**src/rtl/ce_axis_tx_arb.sv**
```systemverilog
// ce_axis_tx_arb: packet-granular 2:1 round-robin merge of two AXI-S TX streams.
// Optional per-source packet counters when CE_TX_ARB_PKT_CNT_EN is defined.

module ce_axis_tx_arb #(
  parameter int DATA_WIDTH = 512,
  parameter int USER_WIDTH = 10,
  parameter int KEEP_WIDTH = DATA_WIDTH / 8
) (
  input  logic                  fim_clk,
  input  logic                  fim_rst_n,
  input  logic                  s0_tvalid,
  output logic                  s0_tready,
  input  logic [DATA_WIDTH-1:0] s0_tdata,
  input  logic [KEEP_WIDTH-1:0] s0_tkeep,
  input  logic [USER_WIDTH-1:0] s0_tuser,
  input  logic                  s0_tlast,
  input  logic                  s1_tvalid,
  output logic                  s1_tready,
  input  logic [DATA_WIDTH-1:0] s1_tdata,
  input  logic [KEEP_WIDTH-1:0] s1_tkeep,
  input  logic [USER_WIDTH-1:0] s1_tuser,
  input  logic                  s1_tlast,
  output logic                  m_tvalid,
  input  logic                  m_tready,
  output logic [DATA_WIDTH-1:0] m_tdata,
  output logic [KEEP_WIDTH-1:0] m_tkeep,
  output logic [USER_WIDTH-1:0] m_tuser,
  output logic                  m_tlast,
  output logic                  busy,
  output logic [31:0]           pkt_cnt0,
  output logic [31:0]           pkt_cnt1
);

  typedef struct packed {
    logic [DATA_WIDTH-1:0] tdata;
    logic [KEEP_WIDTH-1:0] tkeep;
    logic [USER_WIDTH-1:0] tuser;
    logic                  tlast;
  } beat_t;

  typedef enum logic [1:0] {
    IDLE,
    LOCK0,
    LOCK1
  } state_t;

  state_t state_q, state_d;
  logic   last_q, last_d;
  logic   space_q, space_d;
  logic   gnt0, gnt1;
  logic   acc0, acc1;
  logic   push, pop;
  beat_t  in_beat, main_q, skid_q;
  logic   main_v, skid_v;
  logic [1:0] occ, occ_d;

  // Grant is combinational in IDLE so a first beat moves the same cycle
  always_comb begin
    gnt0 = 1'b0;
    gnt1 = 1'b0;
    unique case (state_q)
      IDLE: begin
        gnt0 = s0_tvalid && (!s1_tvalid || last_q);
        gnt1 = s1_tvalid && (!s0_tvalid || !last_q);
      end
      LOCK0: gnt0 = 1'b1;
      LOCK1: gnt1 = 1'b1;
      default: begin
        gnt0 = 1'b0;
        gnt1 = 1'b0;
      end
    endcase
  end

  assign s0_tready = gnt0 && space_q;
  assign s1_tready = gnt1 && space_q;
  assign acc0 = s0_tvalid && s0_tready;
  assign acc1 = s1_tvalid && s1_tready;
  assign push = acc0 || acc1;
  assign pop  = main_v && m_tready;

  assign in_beat = acc1 ? beat_t'{s1_tdata, s1_tkeep, s1_tuser, s1_tlast}
                        : beat_t'{s0_tdata, s0_tkeep, s0_tuser, s0_tlast};

  always_comb begin
    state_d = state_q;
    last_d  = last_q;
    unique case (state_q)
      IDLE: begin
        if (acc0) begin
          last_d = 1'b0;
          if (!s0_tlast) state_d = LOCK0;
        end else if (acc1) begin
          last_d = 1'b1;
          if (!s1_tlast) state_d = LOCK1;
        end
      end
      LOCK0: if (acc0 && s0_tlast) state_d = IDLE;
      LOCK1: if (acc1 && s1_tlast) state_d = IDLE;
      default: state_d = IDLE;
    endcase
  end

  always_ff @(posedge fim_clk or negedge fim_rst_n) begin
    if (!fim_rst_n) begin
      state_q <= IDLE;
      last_q  <= 1'b1;
    end else begin
      state_q <= state_d;
      last_q  <= last_d;
    end
  end

  // Space looks one cycle ahead so ready never sees same-cycle m_tready
  assign occ   = {1'b0, main_v} + {1'b0, skid_v};
  assign occ_d = occ + {1'b0, push} - {1'b0, pop};
  assign space_d = !((occ_d == 2'd2) || ((occ_d == 2'd1) && !m_tready));

  always_ff @(posedge fim_clk or negedge fim_rst_n) begin
    if (!fim_rst_n) begin
      space_q <= 1'b0;
      main_v  <= 1'b0;
      skid_v  <= 1'b0;
      main_q  <= '0;
      skid_q  <= '0;
    end else begin
      space_q <= space_d;
      if (!main_v || m_tready) begin
        if (skid_v) begin
          main_q <= skid_q;
          main_v <= 1'b1;
          skid_v <= push;
          if (push) skid_q <= in_beat;
        end else begin
          main_v <= push;
          if (push) main_q <= in_beat;
        end
      end else if (push) begin
        skid_q <= in_beat;
        skid_v <= 1'b1;
      end
    end
  end

  assign m_tvalid = main_v;
  assign m_tdata  = main_q.tdata;
  assign m_tkeep  = main_q.tkeep;
  assign m_tuser  = main_q.tuser;
  assign m_tlast  = main_q.tlast;
  assign busy     = (state_q != IDLE) || main_v || skid_v;

`ifdef CE_TX_ARB_PKT_CNT_EN
  logic [31:0] cnt0_q, cnt1_q;

  always_ff @(posedge fim_clk or negedge fim_rst_n) begin
    if (!fim_rst_n) begin
      cnt0_q <= '0;
      cnt1_q <= '0;
    end else begin
      if (acc0 && s0_tlast) cnt0_q <= cnt0_q + 32'd1;
      if (acc1 && s1_tlast) cnt1_q <= cnt1_q + 32'd1;
    end
  end

  assign pkt_cnt0 = cnt0_q;
  assign pkt_cnt1 = cnt1_q;
`else
  assign pkt_cnt0 = '0;
  assign pkt_cnt1 = '0;
`endif

endmodule

```
**config.mk**
```make
export PLATFORM = sky130hd
export DESIGN_NAME = ce_axis_tx_arb
export DESIGN_NICKNAME = d
export VERILOG_FILES = /design/src/rtl/ce_axis_tx_arb.sv
export SDC_FILE = /design/constraint.sdc
export NUM_CORES = 2
export LEC_CHECK = 0
export ABC_AREA = 0
export BUFFER_PORTS_ARGS = -buffer_cell sky130_fd_sc_hd__buf_2
export CAP_MARGIN = 20
export CORE_AREA = 2 2 709 711
export CTS_CLUSTER_SIZE = 25
export DETAILED_ROUTE_END_ITERATION = 8
export DIE_AREA = 0 0 711 713
export PLACE_DENSITY = 0.36
export SYNTH_ARGS = -nofsm -noshare
export SYNTH_HDL_FRONTEND = slang
export SYNTH_SLANG_ARGS = --single-unit
```
**constraint.sdc**
```tcl
create_clock -name fim_clk -period 3 [get_ports fim_clk]
set_clock_uncertainty 0.15 [all_clocks]
set_input_delay 0.15 -clock fim_clk [delete_from_list [all_inputs] [get_ports fim_clk]]
set_output_delay 0.15 -clock fim_clk [all_outputs]
set_load 0.005 [all_outputs]
```
==> results by group <==
Logic synthesis
  • Largest cells by area after synthesis: dfrtp_1, nand3_1, mux2i_1
  • Synth Cell Area: 0.0542 mm^2
  • Main flop type after synthesis: dfrtp_1
  • Synth Register Bits: between 1000 and 1500
  • Syn avg cell area: between 10 and 15 um^2
  • Unique masters post-synth: 37
  • FFs w/ async S/R, synth: 100%
  • Post-synth EDFFs: 0
  • Synthesis Warnings: 0
  • Synth top area share: a little over half
  • Synthesized instance count: 5330
  • Sequential share of the synthesized area: a little over half
  • Post-synth top area cell: dfrtp_1

GRT
  • Global routing's busiest layer: met2
  • Largest net degree at the start of global routing: around 120
  • Initial antenna violation count: approximately 310
  • Vias in the first global route: 59900
  • Met3 usage: 4.38%
  • Met2 usage: between 20 and 30%
  • Gr ovfl total: 0
  • Global-route wire length before repair: between 500 and 600 mm
  • GRT Total Usage: roughly 16%
  • M1 GR Usage: ~20%

Worst setup path
  • Critical path launch point type: flip-flop
  • Critical Path AT: ~3.6 ns
  • Crit path max fanout: 17
  • Kind of critical path: flip-flop to flip-flop
  • Worst EP required: 3.57 ns
  • Crit end category: flip-flop
  • Worst R2R Path Depth: 7

Power and ir drop
  • Worst VDD drop: 0.544 mV
  • Switching part of the total: ~42%
  • Clk network pwr share: a little under a quarter
  • Comb pwr share: between 40 and 50%
  • Seq pwr share: roughly 33%
  • Internal power: between 0.05 and 0.06 W
  • NetSw: around 0.037 W
  • Pleak: 43.2 nW
  • Pwr dens: 932 mW/mm^2

Final layout
  • Finished Cell Area: between 0.09 and 0.1 mm^2
  • Layout Area Growth over Synthesis: 73.1%
  • Commonest non-fill, non-tap cell in the layout: buf_2
  • Most frequent cells in the layout: buf_2, dlygate4sd3_1, dfrtp_1
  • Share of cells above drive strength 1: 26.7%
  • Nets@finish: 9870
  • Finished Layout Cells: 15600

Route
  • Final ANT Viol Nets: 0
  • Final wirelength: 423 mm
  • WL/cell: ~27 um
  • Vias per cell: around 3.8
  • Initial drt markers: ~4100
  • Pre-antenna DRT Iters: 5
  • DR vias: between 50000 and 60000
  • DRC: 0

Timing
  • Final setup vio count: 1
  • Fin. max-slew vios: 0
  • Worst slew pin tran: approximately 0.83 ns
  • Period utilization: 100%
  • TNS Setup: -0.00155 ns
  • Slew HR: approximately 45%
  • Fmax: 333 MHz
  • Final hold viol count: 0
  • RSZ-0062 raised after global routing: true
  • Worst Setup Slack, final: -0.00155 ns
  • Min Tclk post-route: 3.00 ns

Placement
  • I/O Buffers: roughly 1800
  • Pre-CTS worst setup slack: between 0.2 and 0.25 ns
  • Inst Count DP: around 14000
  • Global placement routability congestion: 1.03
  • Post-DP HPWL: between 300 and 400 mm
  • Area after DPL: 0.0717 mm^2

Floorplan
  • # rows: 260
  • Chip Height: roughly 710 um
  • Full die area: ~0.51 mm^2
  • Placeable Area: roughly 0.5 mm^2
  • Die W: approximately 700 um
  • Initial core utilization: 10.8%
  • IO Pins: between 1500 and 2000

Run status
  • Failing checks: setup timing
  • Status: finished, violations left

CTS
  • H-tree depth: 4
  • Inserted Clock Buffers: between 150 and 200
  • CTS tree: done
  • Clock transition at path regs: approximately 0.06 ns
  • Clock Sinks: 1180
  • Clk root buf: clkbuf_16
  • CTS max path bufs: 4
  • Clock latency at the later pin of the worst-skew pair: approximately 0.87 ns

Job
  • Maximum capacitance violations: 0

Hold path
  • Hold/Removal Path Class: primary input to asynchronous set/reset pin
[critical path, cell delays in order (launching register included)]
cell and delay (ns):
dfstp_2 0.56, nand3b_1 0.14, nand3_4 0.18, buf_12 0.21, buf_4 0.30, mux2i_1 0.39
o21ai_1 0.12, dlygate4sd3_1 0.56
[cell usage after synthesis (all sizes together), types with 2 or more instances]
| library cell | n |
|---|---|
| nand2 | 590 |
| a31oi | 3 |
| dfrtp | 1179 |
| nor2 | 3 |
| clkbuf | 253 |
| nand3 | 1176 |
| nand2b | 4 |
| nor2b | 3 |
| o21ai | 587 |
| o211ai | 588 |
| a21oi | 5 |
| inv | 2 |
| buf | 334 |
| mux2i | 587 |
[path summary, 6_finish.rpt]
kind / slack [ns] / from / end
max in group asynchronous: 1.37 / fim_rst_n / m_tdata[391]
min: 0.06 / fim_rst_n / m_tdata[319]
max: -0.002 / last_q / skid_q[178]
min reg2reg: 0.33 / skid_q[405] / skid_q[405]
min in group fim_clk: 0.08 / s0_tdata[497] / skid_q[572]
max reg2reg: -0.002 / last_q / skid_q[178]
[registers in the layout, indices dropped and copies added, names as in the netlist]
name and cells:
m_tuser 10, skid_v 1, m_tdata 512, space_q 1, state_q 2, skid_q 587
m_tvalid 1, m_tlast 1, last_q 1, m_tkeep 64
[through the flow]
stage	utilization [%]	hold WS [ns]	power (W)
floorplan	-	-0.296	0.0459
global placement	14.4	0.0316	0.0644
detailed placement	14.4	0.0314	0.0646
CTS	18.7	0.000309	0.0887
global route	18.7	0.0467	0.0930
finish	18.8	0.0570	0.0874
[power groups by stage]
stage / Clock [W] / Combinational, W / Sequential, W
6_report: 0.0199 / 0.0387 / 0.0287
5_1_grt: 0.0212 / 0.0422 / 0.0296
4_1_cts: 0.0207 / 0.0392 / 0.0288
3_5_place_dp: 0 / 0.0356 / 0.0289
3_3_place_gp: 0 / 0.0355 / 0.0290
2_1_floorplan: 0 / 0.0185 / 0.0274
[per-layer routing]
layer / vias up / routed length [um]
met3: 786 / 30100
met5: - / 664
li1: 26100 / -
met1: 29200 / 175000
met4: 104 / 18800
met2: 2380 / 199000
[area by class of cell]
class                           instances  area [um^2]
Multi-Input combinational cell       3624        21900
Sequential cell                      1180        29500
Clock inverter                         45          514
Antenna cell                          115          288
Clock buffer                          241         4780
Tap cell                             6681         8360
Inverter                                2         7.51
Fill cell                           55900       406000
Timing Repair Buffer                 3717        28500
[kinds of logic (layout without fill, tap and decap cells)]
group | Yosys count | count (layout) | share of synthesized area, %
buf+inv | 589 | 4005 | 5.73
simple gates | 1784 | 1784 | 15.2
fa+ha+maj | 2 | 2 | 0.0600
flops | 1180 | 1180 | 54.5
xor+xnor | 1 | 1 | 0.0162
mux | 587 | 587 | 10.8
compound gates | 1186 | 1186 | 13.7
other cells | 1 | 179 | 0.00692
[repair_timing]
| action | CTS | global route |
|---|---|---|
| endpoints found under the hold margin | 2359 | 0 |
| hold buffers | 1634 | 0 |
| gates resized for setup | 0 | 21 |
| buffers inserted | 0 | 2 |
| setup endpoints to repair | 0 | 70 |
No activity file was read; power rests on OpenSTA's default activity.
